===== config.mk =====
export PLATFORM = sky130hd
export DESIGN_NAME = sprite_animator
export DESIGN_NICKNAME = d
export VERILOG_FILES = /design/src/rtl/sprite_animator.sv
export SDC_FILE = /design/constraint.sdc
export NUM_CORES = 1
export LEC_CHECK = 0
export BUFFER_PORTS_ARGS = -buffer_cell sky130_fd_sc_hd__clkbuf_2
export CORE_ASPECT_RATIO = 0.75
export CORE_MARGIN = 2
export CORE_UTILIZATION = 50
export CTS_BUF_LIST = sky130_fd_sc_hd__clkbuf_16
export DETAILED_ROUTE_END_ITERATION = 10
export GPL_ROUTABILITY_DRIVEN = 0
export PLACE_DENSITY = 0.73
export SYNTH_ARGS = -nofsm -noshare
export SYNTH_HDL_FRONTEND = slang
export SYNTH_SLANG_ARGS = --single-unit

===== constraint.sdc =====
create_clock -name clk -period 6.68 [get_ports clk]
set_input_delay 0.668 -clock clk [delete_from_list [all_inputs] [get_ports clk]]
set_output_delay 0.668 -clock clk [all_outputs]
set_load 0.005 [all_outputs]

===== src/rtl/sprite_animator.sv =====
// sprite_animator: frame sequencer plus a 2-stage sprite pixel pipeline (address, then key/tint)
module sprite_animator #(
    parameter int SCREEN_W = 96,
    parameter int SCREEN_H = 64,
    parameter int SPR_W = 32,
    parameter int SPR_H = 32,
    parameter int NUM_ANIMS = 4,
    parameter int FRAMES = 3,
    parameter logic [32*NUM_ANIMS-1:0] ANIM_DIV = {NUM_ANIMS{32'd25_000_000}},
    parameter logic [NUM_ANIMS-1:0] ONESHOT_MASK = 4'b0010,
    parameter logic [15:0] KEY_COLOUR = 16'hFFFF,
    localparam int AW = $clog2(NUM_ANIMS),
    localparam int FW = $clog2(FRAMES),
    localparam int RAW = $clog2(NUM_ANIMS*FRAMES*SPR_W*SPR_H)
) (
    input  logic           clk,
    input  logic           rst_n,
    input  logic [12:0]    pixel_index,
    input  logic [6:0]     pos_x,
    input  logic [6:0]     pos_y,
    input  logic           mirror,
    input  logic           tint_en,
    input  logic [AW-1:0]  anim_sel,
    input  logic           anim_req,
    output logic [RAW-1:0] rom_addr,
    input  logic [15:0]    rom_data,
    output logic [15:0]    pix_colour,
    output logic           pix_opaque,
    output logic [AW-1:0]  cur_anim,
    output logic [FW-1:0]  cur_frame,
    output logic           anim_done
);
    typedef enum logic {PLAY_LOOP, PLAY_ONCE} state_t;

    state_t state_q, state_d;
    logic [AW-1:0] anim_q, anim_d;
    logic [FW-1:0] frame_q, frame_d;
    logic [31:0] cnt_q, cnt_d;
    logic done_q, done_d;
    logic [RAW-1:0] addr_q, addr_d;
    logic inside_q, inside_d;
    logic [15:0] colour_q, colour_d;
    logic opaque_q, opaque_d;
    logic sel_ok, wrap, restart;
    logic [31:0] div;
    logic [12:0] sy;
    logic signed [8:0] lx, ly, lxm;

    // Out-of-range animation numbers can only exist when NUM_ANIMS is not a power of two
    if (NUM_ANIMS == (1 << AW)) begin : g_full
        assign sel_ok = 1'b1;
    end else begin : g_part
        assign sel_ok = anim_sel < AW'(NUM_ANIMS);
    end

    // Sequencer next state: period wrap advances the frame, a valid request restarts and wins
    always_comb begin
        div = ANIM_DIV[32*anim_q +: 32];
        wrap = cnt_q == div - 32'd1;
        restart = anim_req && sel_ok && (anim_sel != anim_q || state_q == PLAY_ONCE);
        cnt_d = wrap ? '0 : cnt_q + 32'd1;
        anim_d = anim_q;
        frame_d = frame_q;
        done_d = 1'b0;
        if (wrap) begin
            if (frame_q != FW'(FRAMES-1)) begin
                frame_d = frame_q + 1'b1;
            end else begin
                frame_d = '0;
                if (state_q == PLAY_ONCE) begin
                    anim_d = '0;
                    done_d = 1'b1;
                end
            end
        end
        if (restart) begin
            anim_d = anim_sel;
            frame_d = '0;
            cnt_d = '0;
        end
        state_d = ONESHOT_MASK[anim_d] ? PLAY_ONCE : PLAY_LOOP;
    end

    // Sequencer registers
    always_ff @(posedge clk) begin
        if (!rst_n) begin
            state_q <= ONESHOT_MASK[0] ? PLAY_ONCE : PLAY_LOOP;
            anim_q <= '0;
            frame_q <= '0;
            cnt_q <= '0;
            done_q <= 1'b0;
        end else begin
            state_q <= state_d;
            anim_q <= anim_d;
            frame_q <= frame_d;
            cnt_q <= cnt_d;
            done_q <= done_d;
        end
    end

    // Pixel path: signed sprite-local coordinates give natural clipping at screen edges
    always_comb begin
        sy = pixel_index / 13'(SCREEN_W);
        lx = 9'(pixel_index % 13'(SCREEN_W)) - (9'(pos_x) - 9'(SPR_W/2));
        ly = 9'(sy) - (9'(pos_y) - 9'(SPR_H/2));
        inside_d = !lx[8] && lx < 9'(SPR_W) && !ly[8] && ly < 9'(SPR_H) && sy < 13'(SCREEN_H);
        lxm = mirror ? 9'(SPR_W-1) - lx : lx;
        addr_d = inside_d ? RAW'(((int'(anim_q)*FRAMES + int'(frame_q))*SPR_H + int'(ly))*SPR_W + int'(lxm)) : '0;
        opaque_d = inside_q && rom_data != KEY_COLOUR;
        colour_d = !opaque_d ? '0 : tint_en ? {rom_data[15:11], 1'b0, rom_data[10:6], rom_data[4:0]} : rom_data;
    end

    // Pipeline registers: stage 1 holds the ROM address, stage 2 the keyed colour
    always_ff @(posedge clk) begin
        if (!rst_n) begin
            addr_q <= '0;
            inside_q <= 1'b0;
            colour_q <= '0;
            opaque_q <= 1'b0;
        end else begin
            addr_q <= addr_d;
            inside_q <= inside_d;
            colour_q <= colour_d;
            opaque_q <= opaque_d;
        end
    end

    assign rom_addr = addr_q;
    assign pix_colour = colour_q;
    assign pix_opaque = opaque_q;
    assign cur_anim = anim_q;
    assign cur_frame = frame_q;
    assign anim_done = done_q;
endmodule


# Word level (Yosys, flattened, before mapping)

Cells that the tools add are included.

Bits in registers: 70
Output and inout port bits: 36

Bitwise operators: 3
Add/sub/neg operators: 11
Divide/modulo/power cells: 2
Reduce and logical (&&, ||, !) cells: 15
Equality and inequality tests: 4
Magnitude comparators: 4
Muxes and demuxes: 11
Multiply operators: 1
Shift operators: 1

Operators with widths:

| cell                        | count |
|---|---|
| $shiftx A128 B8 Y32 const A | 1 |
| $add A32 B1 Y32 const B     | 1 |
| $eq A32 B32 Y1              | 1 |
| $sub A32 B1 Y32 const B     | 1 |
| $lt A9 B7 Y1 const B        | 2 |
| $sub A9 B9 Y9               | 2 |
| $ne A16 B16 Y1 const B      | 1 |
| $sub A7 B5 Y8 const B       | 2 |
| $add A14 B9 Y14             | 1 |
| $div A13 B7 Y13 const B     | 1 |
| $lt A13 B7 Y1 const B       | 1 |
| $mod A13 B7 Y13 const B     | 1 |
| $mux W10                    | 1 |
| $mux W2                     | 5 |
| $add A9 B9 Y9               | 1 |
| $mux W9                     | 1 |
| $reduce_or A3 Y1            | 3 |
| $sub A6 B9 Y9 const A       | 1 |
| $logic_and A1 B1 Y1         | 6 |
| $add A4 B2 Y4               | 1 |
| $mul A2 B2 Y4 const B       | 1 |
| $reduce_and A2 Y1           | 2 |
| $lt A2 B3 Y1 const B        | 1 |
| $mux W1                     | 3 |
| 8 further kinds             | 11 |

# Depth between registers and ports, before layout

Depth after elaboration: 8
Depth in mapped cells: 25
Mapped depth without buffers: 24

# Worst setup path before layout

Ideal clock, no wire load.

Path kind: input to register
Start point: in pixel_index[10]
End point: reg addr_q[13], in the netlist rom_addr[13]
Data arrival time: 5045 ps
Slack: 1563 ps
Data required time: 6608 ps
Path buffers: 1
Stages on the path: 21
Path through: clkbuf_1 > or4b_2 > mux2i_1 > o21ai_0 > o211a_1 > mux2_2 > a21boi_0 > xnor2_1 > ha_1 > nand3_2 > o221a_4 > xnor2_1 > xnor2_1 > inv_1 > fa_1 > inv_1 > a21oi_1 > and3_1 > or3_1 > a31oi_1 > mux2i_1

Word-level cells in the longest chain between the ends: 8

RTL lines:

| element                                                                 | RTL line | text |
|---|---|---|
| start: declaration                                                      | 18       | `input logic [12:0] pixel_index,` |
| parallel branches: the longest is 8 deep, another holds $add A14 B9 Y14 | --       |  |
| end signal: assignment                                                  | 121      | `addr_q <= addr_d;` |
| end: declaration                                                        | 40       | `logic [RAW-1:0] addr_q, addr_d;` |

Parallel ways; which one is timed is not known.
A chain may end at the register's enable or synchronous reset.

# Worst setup path in the final report

Start point: in pixel_index[12]
End point: reg addr_q[13], in the netlist rom_addr[13]

Same word-level chain as after synthesis.

==> results.py <==
metrics = {
    "logic_synthesis": {
        "synth_most_common_cell": "nor2_1",
        "ys_seq_elements": 70,
        "synth_top_cell_by_area": "dfxtp_1",
        "netlist_area_um2": 4523,
        "syn_nets": 633,
        "synth.top_cell.area_share": 0.3098,
        "synth.area.top_cells": "dfxtp_1 (31%), ha_1 (7.7%), nor2_1 (6.3%), xnor2_1 (6.2%), xor2_1 (5.8%)",
        "seq_area_frac_synth": 0.3098,
        "synth_common_cells": "nor2_1 (76), dfxtp_1 (70), inv_1 (38)",
        "ys_types": 60,
        "synthCells": 549,
        "synth_async_sr_flop_share": 0,
        "synth_warnings": 0,
        "synth-edff-count": 0,
        "syn_area_per_cell_um2": 8.239,
        "ys.flop_type": "dfxtp_1",
    },
    "power": {
        "p_leak_nw": 2.355,
        "comb_power_share": 0.328,
        "ir_drop_mv": 0.1235,
        "sw_frac_of_total": 0.3088,
        "p_switching_mw": 0.4214,
        "clockPowerShare": 0.362,
        "intPower_mw": 0.9431,
        "powerDensity_nw_per_um2": 256.1,
        "pwr-share-seq": 0.310,
    },
    "floorplanning": {
        "rows": 30,
        "ios": 86,
        "die_w_um": 113.8,
        "dieArea_um2": 9831,
        "core_area_um2": 8934,
        "fp.dieH_um": 86.37,
        "initial_utilization": 0.5063,
    },
    "routing": {
        "ant_nets": 0,
        "wl_mm": 9.537,
        "via_per_inst": 5.327,
        "drt_iter0_markers": 243,
        "drc": 0,
        "drtPass1Iterations": 4,
        "route.vias.total": 3953,
        "wl_per_cell_um": 12.85,
    },
    "timing": {
        "period_needed_ns": 5.424,
        "slew_headroom": 0.2196,
        "tightest_slew_ns": 1.171,
        "hold_violations": 0,
        "finalCritPeriodShare": 0.8120,
        "rsz0062_at_grt": "no",
        "setup_viol": 0,
        "max_freq_ghz": 0.1844,
        "finalSetupTns_ns": 0,
        "maxSlewViolCount": 0,
        "fin_skew_ns": 0.004664,
    },
    "final_layout": {
        "drive_above_1_share": 0.1778,
        "synthToLayoutAreaGrowth_pct": 17.81,
        "final_util": 0.5965,
        "num-fill-cells": 777,
        "diodes": 0,
        "nets": 709,
    },
    "setup_path": {
        "path_delay_family": "compound AO/OA/AOI/OAI gates",
        "max_stage_delay_ns": 0.46,
        "critPathLaunchType": "primary input",
        "crit_path_start": "pixel_index[12]",
        "reg2reg_slack_ns": 3.78,
        "required_ns": 6.94,
        "crit_arrival_ns": 5.68,
        "cpMostUsedCell": "a21oi_1",
        "worst-path-max-fanout": 17,
        "cp-end-kind": "flop",
        "crit_buf_inv": 3,
        "timing.rr.start": "cur_anim[0]$_SDFF_PN0_",
        "path_cells": "clkbuf_2 > nand2b_1 > nor2_1 > a21oi_1 > o21ai_0 > a211oi_1 > mux2_2 > a21boi_0 > xnor2_1 > ha_1 > nand3_2 > a21oi_1 > a31oi_1 > and2_1 > nand2_1 > xnor2_1 > inv_1 > fa_1 > inv_1 > a21oi_1 > and3_1 > or3_1 > a31oi_1 > mux2i_1",
        "slowest_stage": "a211oi_1",
        "crit_type": "primary input to flop",
    },
    "grt": {
        "grt.total_usage": 0.1972,
        "grt_pass1_vias": 3668,
        "grt_max_degree": 33,
        "overflow": 0,
        "antenna_found_initial": 0,
        "grt_first_pass_wirelength_mm": 16.01,
    },
    "clocking": {
        "ctsResizeCount": 0,
        "cts.clk_slew.worst_paths_ns": 0.06,
        "htree_levels": 3,
        "clock_sinks": 70,
        "cts_tree": "yes",
        "cts_buffer_depth": 2,
        "cts-root-buf": "clkbuf_16",
        "numCtsBuffers": 9,
        "insertion_delay_ns": 0.33,
        "cts_hold_buf": 0,
        "cts_setup_buffers": 0,
    },
    "job": {
        "drv_cap": 0,
    },
    "hold_path": {
        "hp-class": "flop to flop",
        "min_from": "cnt_q[0]$_SDFF_PP0_",
    },
    "place": {
        "place_hpwl_mm": 7.486,
        "numPortBuffers": 85,
    },
    "run_status": {
        "outcome": "finished clean",
    },
}
-- power by group through the flow --
stage               combinational [mW]  clock [mW]  sequential [mW]
floorplan                        0.353           0            0.432
global placement                 0.429           0            0.433
detailed placement               0.441           0            0.433
CTS                              0.446       0.501            0.423
global route                     0.503       0.520            0.424
finish                           0.447       0.494            0.423
-- sequential cells by signal, indices dropped and copies added (netlist names) --
name and count:
inside_q 1, state_q 1, pix_colour 16, rom_addr 14
pix_opaque 1, cur_frame 2, cur_anim 2, cnt_q 32
anim_done 1
-- metrics by stage --
| stage | std cells | cell area, um2 | hold slack (ns) | setup slack, ns | power, mW |
|---|---|---|---|---|---|
| global route | 742 | 5329 | 0.5166 | 0.8514 | 1.447 |
| detailed placement | 726 | 5015 | 0.4701 | 1.050 | 0.8740 |
| floorplan | 549 | 4523 | 0.4260 | 1.563 | 0.7853 |
| finish | 742 | 5329 | 0.4747 | 1.256 | 1.365 |
| global placement | 726 | 5015 | 0.4436 | 1.191 | 0.8616 |
| CTS | 742 | 5329 | 0.4785 | 1.383 | 1.370 |
-- metal layers --
| layer | up-vias | track usage | routed length (um) |
|---|---|---|---|
| met1 | 1794 | 0.2688 | 4897 |
| met3 | 11 | 0.03217 | 442 |
| met4 | 0 | 0.07206 | 121 |
| met2 | 111 | 0.3179 | 4077 |
| met5 | - | 0 | 0 |
| li1 | 2037 | - | - |
-- cells by family (layout without fill, tap and decap cells) --
group,after synthesis,after routing,synth area share
xor gates and xnor gates,63,63,0.1261
AOI/OAI and AO/OA,79,79,0.1212
DFF,70,70,0.3098
buffers and inverters,59,140,0.04951
adders and majority gates,34,34,0.1040
and+or+nand+nor,228,228,0.2551
other,1,1,0.0008291
muxes,15,15,0.03347
-- final timing paths --
check	cells after the start	endpoint
worst max-delay path	24	rom_addr[13]$_SDFF_PN0_
worst min-delay path	1	cnt_q[0]$_SDFF_PP0_
worst max register to register	12	rom_addr[13]$_SDFF_PN0_
worst min register to register	1	cnt_q[0]$_SDFF_PP0_
-- layout by cell type, fill, tap and decap left out, types with 12 or more instances in the layout --
| cell type | synthesis | final |
|---|---|---|
| inv_1 | 38 | 38 |
| and2_1 | 19 | 19 |
| nand2_1 | 32 | 32 |
| nand3_1 | 18 | 18 |
| and3_1 | 12 | 12 |
| o21ai_0 | 15 | 15 |
| clkbuf_2 | 0 | 85 |
| xnor2_1 | 32 | 32 |
| nand2b_1 | 15 | 15 |
| dfxtp_1 | 70 | 70 |
| nor2_1 | 76 | 76 |
| mux2i_1 | 14 | 14 |
| a21oi_1 | 20 | 20 |
| ha_1 | 28 | 28 |
| xor2_1 | 30 | 30 |
| nor3_1 | 13 | 13 |
-- final cells by class --
class | instances | area (um2) | area share
clock inverter | 7 | 88.84 | 0.01667
tap | 112 | 140.1 | 0.02630
sequential | 70 | 1401 | 0.2630
multi-input combinational | 420 | 2898 | 0.5438
inverter | 38 | 142.6 | 0.02677
clock buffer | 9 | 225.2 | 0.04226
timing repair buffer | 86 | 432.9 | 0.08124
Note: power is estimated with default switching activity, not from simulation.
